--- src/rtl/gem_cluster_pkg.sv ---
// Shared types and constants for the GEM cluster frame builder: cluster layout,
// validity limits and the frame FSM state encoding.
package gem_cluster_pkg;

  localparam int NUM_CLUSTERS = 8;
  localparam int ADR_W        = 11;
  localparam int CNT_W        = 3;
  localparam int CLUSTER_W    = 14;
  localparam int NVALID_W     = 4;

  localparam logic [ADR_W-1:0] MAX_VALID_ADR = 11'd1535;
  localparam logic [ADR_W-1:0] INVALID_ADR   = 11'h7FF;

  typedef struct packed {
    logic [CNT_W-1:0] cnt;
    logic [ADR_W-1:0] adr;
  } cluster_t;

  typedef enum logic {
    IDLE = 1'b0,
    SEND = 1'b1
  } state_e;

  localparam cluster_t INVALID_CLUSTER = '{cnt: 3'd0, adr: INVALID_ADR};

endpackage

--- src/rtl/cluster_sanitize.sv ---
// Combinational validity check for one cluster; out-of-range addresses are
// replaced by the canonical empty cluster {cnt=0, adr=7FF}.
module cluster_sanitize
  import gem_cluster_pkg::*;
(
  input  logic [CLUSTER_W-1:0] cluster_in,
  output cluster_t             cluster_out,
  output logic                 valid
);

  cluster_t raw;

  assign raw         = cluster_t'(cluster_in);
  assign valid       = (raw.adr <= MAX_VALID_ADR);
  assign cluster_out = valid ? raw : INVALID_CLUSTER;

endmodule

--- src/rtl/cluster_frame_builder.sv ---
// Captures 8 clusters per BX strobe and serialises them as four 28-bit slots
// on the 160 MHz clock, flagging strobes that arrive before the frame ends.
module cluster_frame_builder
  import gem_cluster_pkg::*;
#(
  parameter int COUNT_W = 16
) (
  input  logic                              clock4x,
  input  logic                              global_reset_n,
  input  logic                              bx_strobe_in,
  input  logic [NUM_CLUSTERS*CLUSTER_W-1:0] clusters_in,
  input  logic                              cnt_reset,
  output logic [2*CLUSTER_W-1:0]            frame_word,
  output logic                              frame_valid,
  output logic                              frame_start,
  output logic [NVALID_W-1:0]               frame_nvalid,
  output logic                              align_err,
  output logic [COUNT_W-1:0]                valid_cluster_cnt,
  output state_e                            dbg_state,
  output logic [1:0]                        dbg_slot
);

  cluster_t [NUM_CLUSTERS-1:0] san;
  logic     [NUM_CLUSTERS-1:0] san_valid;
  logic     [NVALID_W-1:0]     cap_nvalid;

  for (genvar k = 0; k < NUM_CLUSTERS; k++) begin : g_san
    cluster_sanitize u_san (
      .cluster_in  (clusters_in[k*CLUSTER_W +: CLUSTER_W]),
      .cluster_out (san[k]),
      .valid       (san_valid[k])
    );
  end

  always_comb begin
    cap_nvalid = '0;
    for (int k = 0; k < NUM_CLUSTERS; k++) begin
      cap_nvalid = cap_nvalid + NVALID_W'(san_valid[k]);
    end
  end

  state_e                      state_q, state_d;
  logic [1:0]                  slot_q, slot_d;
  cluster_t [NUM_CLUSTERS-1:0] hold_q, hold_d;
  logic [NVALID_W-1:0]         hold_nv_q, hold_nv_d;
  logic [2*CLUSTER_W-1:0]      word_q, word_d;
  logic                        valid_q, valid_d;
  logic                        start_q, start_d;
  logic [NVALID_W-1:0]         nv_q, nv_d;
  logic                        align_q, align_d;
  logic [COUNT_W-1:0]          cnt_q, cnt_d;
  logic [COUNT_W:0]            cnt_sum;

  // Outputs are derived from the next state so slot 0 leaves one edge after the strobe.
  always_comb begin
    state_d   = state_q;
    slot_d    = slot_q;
    hold_d    = hold_q;
    hold_nv_d = hold_nv_q;
    align_d   = 1'b0;
    if (bx_strobe_in) begin
      state_d   = SEND;
      slot_d    = 2'd0;
      hold_d    = san;
      hold_nv_d = cap_nvalid;
      align_d   = (state_q == SEND) && (slot_q != 2'd3);
    end else if (state_q == SEND) begin
      if (slot_q == 2'd3) begin
        state_d = IDLE;
        slot_d  = 2'd0;
      end else begin
        slot_d = slot_q + 2'd1;
      end
    end

    word_d  = '0;
    valid_d = 1'b0;
    start_d = 1'b0;
    nv_d    = '0;
    if (state_d == SEND) begin
      word_d  = {hold_d[{slot_d, 1'b1}], hold_d[{slot_d, 1'b0}]};
      valid_d = 1'b1;
      start_d = (slot_d == 2'd0);
      nv_d    = hold_nv_d;
    end
  end

  // Saturating accumulate; a coincident clear discards the capture.
  always_comb begin
    cnt_sum = {1'b0, cnt_q} + (COUNT_W+1)'(cap_nvalid);
    cnt_d   = cnt_q;
    if (cnt_reset) begin
      cnt_d = '0;
    end else if (bx_strobe_in) begin
      cnt_d = cnt_sum[COUNT_W] ? {COUNT_W{1'b1}} : cnt_sum[COUNT_W-1:0];
    end
  end

  always_ff @(posedge clock4x or negedge global_reset_n) begin
    if (!global_reset_n) begin
      state_q   <= IDLE;
      slot_q    <= 2'd0;
      hold_q    <= {NUM_CLUSTERS{INVALID_CLUSTER}};
      hold_nv_q <= '0;
      word_q    <= '0;
      valid_q   <= 1'b0;
      start_q   <= 1'b0;
      nv_q      <= '0;
      align_q   <= 1'b0;
      cnt_q     <= '0;
    end else begin
      state_q   <= state_d;
      slot_q    <= slot_d;
      hold_q    <= hold_d;
      hold_nv_q <= hold_nv_d;
      word_q    <= word_d;
      valid_q   <= valid_d;
      start_q   <= start_d;
      nv_q      <= nv_d;
      align_q   <= align_d;
      cnt_q     <= cnt_d;
    end
  end

  assign frame_word        = word_q;
  assign frame_valid       = valid_q;
  assign frame_start       = start_q;
  assign frame_nvalid      = nv_q;
  assign align_err         = align_q;
  assign valid_cluster_cnt = cnt_q;
  assign dbg_state         = state_q;
  assign dbg_slot          = slot_q;

endmodule

--- config.mk ---
export PLATFORM = sky130hd
export DESIGN_NAME = cluster_frame_builder
export DESIGN_NICKNAME = d
export VERILOG_FILES = /design/src/rtl/gem_cluster_pkg.sv /design/src/rtl/cluster_sanitize.sv /design/src/rtl/cluster_frame_builder.sv
export SDC_FILE = /design/constraint.sdc
export NUM_CORES = 1
export LEC_CHECK = 0
export CAP_MARGIN = 25
export CORE_UTILIZATION = 35
export DETAILED_ROUTE_END_ITERATION = 10
export SLEW_MARGIN = 10
export SYNTH_ARGS = -nofsm -noshare
export SYNTH_HDL_FRONTEND = slang
export SYNTH_SLANG_ARGS = --single-unit
--- constraint.sdc ---
create_clock -name clock4x -period 5.2 [get_ports clock4x]
set_input_delay 1.04 -clock clock4x [delete_from_list [all_inputs] [get_ports clock4x]]
set_output_delay 1.04 -clock clock4x [all_outputs]
set_load 0.01 [all_outputs]
==> impl_results.md <==
* Clk sinks at between 150 and 200
* Max incr delay on CP at ~0.6 ns
* Layout cells sized above 1 at between 20 and 25%
* Post-synth cell types at 53
* Number of global-route vias before repair at between 5k and 6k
* Area leader, netlist: dfstp_2
* Yosys warnings at 0
* Synth Area in Adders at around 2.6%
* Worst setup SP type: input pin
* First-pass GRT wire length at between 30000 and 40000 um
* Final nets at ~1.1k
* Total CTS buffers at 17
* Clk slew on worst S/H paths at approximately 0.07 ns
* H-tree Lvls at 4
* Wire per inst at ~17 um
* Post-Route WL at between 20000 and 25000 um
* CTS tree: yes
* P&R area growth vs syn at 35.0%
* Initial antenna violation count at 2
* Clock Skews at about 0.011 ns
* Via count at about 6.0k
* DP HPWL at approximately 14000 um
* GRT Util Overall at 18.8%
* Post-synth EDFFs at 0
* Ys flop type: dfstp_2
* Slew Limit Fails at 0
* Remaining global-route overflow at 0
* Core area at approximately 22000 sq um
* CP Capture Type: flop
* Multi-input logic area at between 3000 and 4000 sq um
* VDD IR-drop max at approximately 0.19 mV
* Post-route setup slack at approximately 0.15 ns
* Final Wtd Congestion at between 0.8 and 0.9
* Die ar. at ~23000 sq um
* Worst min path class: reg2reg
* Cells after synthesis at 754
* Switching Fraction at slightly below 30%
* Register Area at 4340 sq um
* Finish-stage setup viols at 0
* Internal power at roughly 2.9 mW
* Simple-gate share of the synthesized area at ~16%
* Slowest cell on the critical path: fa_1
* Setup CP Type: in2reg
* Worst Tran Pin Value at approximately 0.81 ns
* Dpl ws at -0.528 ns
* Synthesized flop and latch total at 169
* Clock share of power at between 30% and 40%
* PwrDens at between 300 and 400 nW/um^2
* Fill cell count at around 2.1k
* Syn Nets at between 800 and 900
* DR iter-0 viols at about 250
* XOR/XNOR Fraction of Synth Area at 0.335%
* Die Wd at 152 um
* Synth Area in Compound Gates at 11.4%
* I/O Pins at 170
* Worst path bufs/invs at 6
* Status: completed
* WP data required at about 5.5 ns
* Mux contribution to synthesized area at 9.36%
* Core Util, Final at 48.3%
* Rel. slew slack at 45.9%
* I/O Buffers at approximately 170
* Root Buffer: clkbuf_16
* Pin count of the biggest net entering global routing at about 110
* Fraction of registers with async set/reset at between 90% and 100%
* Mean Syn Cell Area at ~10 sq um
* Cell area after synthesis at 7840 sq um
* Drt drc at 0
* CP max FO at 5
* Drt first pass iters at 4
* Via density at around 5
* Clock Path Buffers at 2
* Family with the most delay on the worst path: adder cells
* CP Data Arrival Time at about 5.3 ns
* Largest family of logic cells by synthesized area: simple AND/OR/NAND/NOR gates
* Final hold violations at 0
* Max Cap Viol at 0
* Synth area leaders: dfstp_2 (30%), dfrtp_1 (26%), nor2_1 (8.0%)
* Routed Antenna Nets at 0
* Critical Path Most Common Cell: fa_1
* Clock Latency Late Sink at between 0.4 and 0.5 ns
* Switching Power at 1.22 mW
* Worst path cell trace: clkdlybuf4s50_1 -> nand2_2 -> inv_2 -> fa_1 -> fa_1 -> fa_1 -> inv_1 -> ha_1 -> fa_2 -> inv_1 -> fa_2 -> nor2b_4 -> o311ai_2 -> buf_4 -> buf_4 -> nor4_1 -> nor3_1
* Static Leak at around 4.3 nW
* Row Count at 54
* Logic gate share of total power at 28.2%
* Most frequent cells in the layout: nor2_1 (167), clkdlybuf4s50_1 (167), dfstp_2 (88), a21oi_1 (85), dfrtp_1 (81)
* Top-area cell type share of the netlist area at 29.5%
* Flop pwr share at between 40% and 50%
* Fmax at just under 0.2 GHz
* Initial Util at a little over a third
* Sequential fraction of the synthesis area at 55.4%
* Final min period at 5.05 ns
* Period utilization at between 90% and 100%
* Die height at 152 um
[synth_stat cells (5+ instances only)]
master / number
nor2_1: 168
and2_1: 28
fa_1: 5
or3_1: 12
mux2_2: 21
buf_1: 7
o21ai_0: 13
nor3_1: 10
dfrtp_1: 81
mux2i_1: 8
o22ai_1: 18
buf_2: 15
o211ai_1: 13
nand2_1: 26
dfstp_2: 88
clkbuf_1: 21
nand3_1: 13
and3_1: 5
ha_1: 8
inv_1: 41
a21oi_1: 85
mux4_2: 8
nor2b_1: 6
mux4_1: 9
[cell families after synthesis]
kind of cell,Yosys count
buffers and inverters,90
adder cells (fa/ha/maj),13
AND/OR/NAND/NOR,280
AO/OA/AOI/OAI,153
XOR/XNOR,3
flip-flops,169
multiplexers,46
[timing repair]
item,in CTS,in global routing
setup buffers,0,3
pin swaps,0,7
resized for setup,2,12
endpoints found under the setup margin,2,15
hold buffers,0,0
[worst reg2reg max path: cells and delay by family, from the launching register on]
| kind | cells | cell delay (ns) |
|---|---|---|
| multiplexers | 2 | 0.79 |
| AND/OR/NAND/NOR | 2 | 0.66 |
| flip-flops | 1 | 0.41 |
| buffers and inverters | 1 | 0.38 |
| adder cells (fa/ha/maj) | 1 | 0.30 |
[power by group through the flow]
stage / Sequential (mW) / Combinational, mW / Clock (mW)
global route: 1.67 / 1.27 / 1.39
finish: 1.65 / 1.16 / 1.29
global placement: 1.67 / 1.13 / 0
floorplan: 1.71 / 0.545 / 0
CTS: 1.65 / 1.14 / 1.33
detailed placement: 1.67 / 1.14 / 0
[path summary, 6_finish.rpt]
check                                           start                           endpoint  slack [ns]  cells after the start
worst max-delay path                  clusters_in[51]  valid_cluster_cnt[14]$_DFFE_PN0P_        0.15                     17
worst min-delay path              hold_q[2]$_DFF_PN1_                hold_q[2]$_DFF_PN1_        0.49                      2
worst max register to register  dbg_slot[0]$_DFF_PN0_            frame_word[7]$_DFF_PN0_        2.56                      6
worst min register to register    hold_q[2]$_DFF_PN1_                hold_q[2]$_DFF_PN1_        0.49                      2
max in group asynchronous              global_reset_n               hold_q[15]$_DFF_PN1_        3.56                      2
min in group asynchronous              global_reset_n  valid_cluster_cnt[12]$_DFFE_PN0P_        0.65                      1
[through the flow]
step	setup TNS (ns)	instances	instance area [sq um]	hold WS, ns	total power, mW
floorplan	0	754	7840	0.456	2.26
global placement	-4.55	1184	9880	0.470	2.79
detailed placement	-5.93	1184	9880	0.479	2.81
CTS	0	1216	10500	0.489	4.12
global route	-0.0325	1219	10600	0.505	4.33
finish	0	1220	10600	0.490	4.10
[state kept, by name (all words and copies together), names as in the netlist]
register,flops
frame_start,1
hold_nv_q,4
valid_cluster_cnt,16
frame_word,28
frame_nvalid,4
dbg_state,1
dbg_slot,2
hold_q,112
align_err,1
[layout make-up]
type                            instances  area share (%)
Clock buffer                           17            4.02
Sequential cell                       169            41.0
Timing Repair Buffer                  201            18.4
Multi-Input combinational cell        495            30.0
Inverter                               42            1.49
Tap cell                              280            3.31
Antenna cell                            1          0.0237
Clock inverter                         15            1.67
[routing by layer]
metal	vias to the layer above	track usage [%]	part of all wire, %
met1	2941	25.8	47
met5	-	0	0.057
met2	126	29.1	47
li1	2916	-	-
met4	2	4.90	1.1
met3	21	5.57	5.7
No activity file was read; power rests on OpenSTA's default activity.
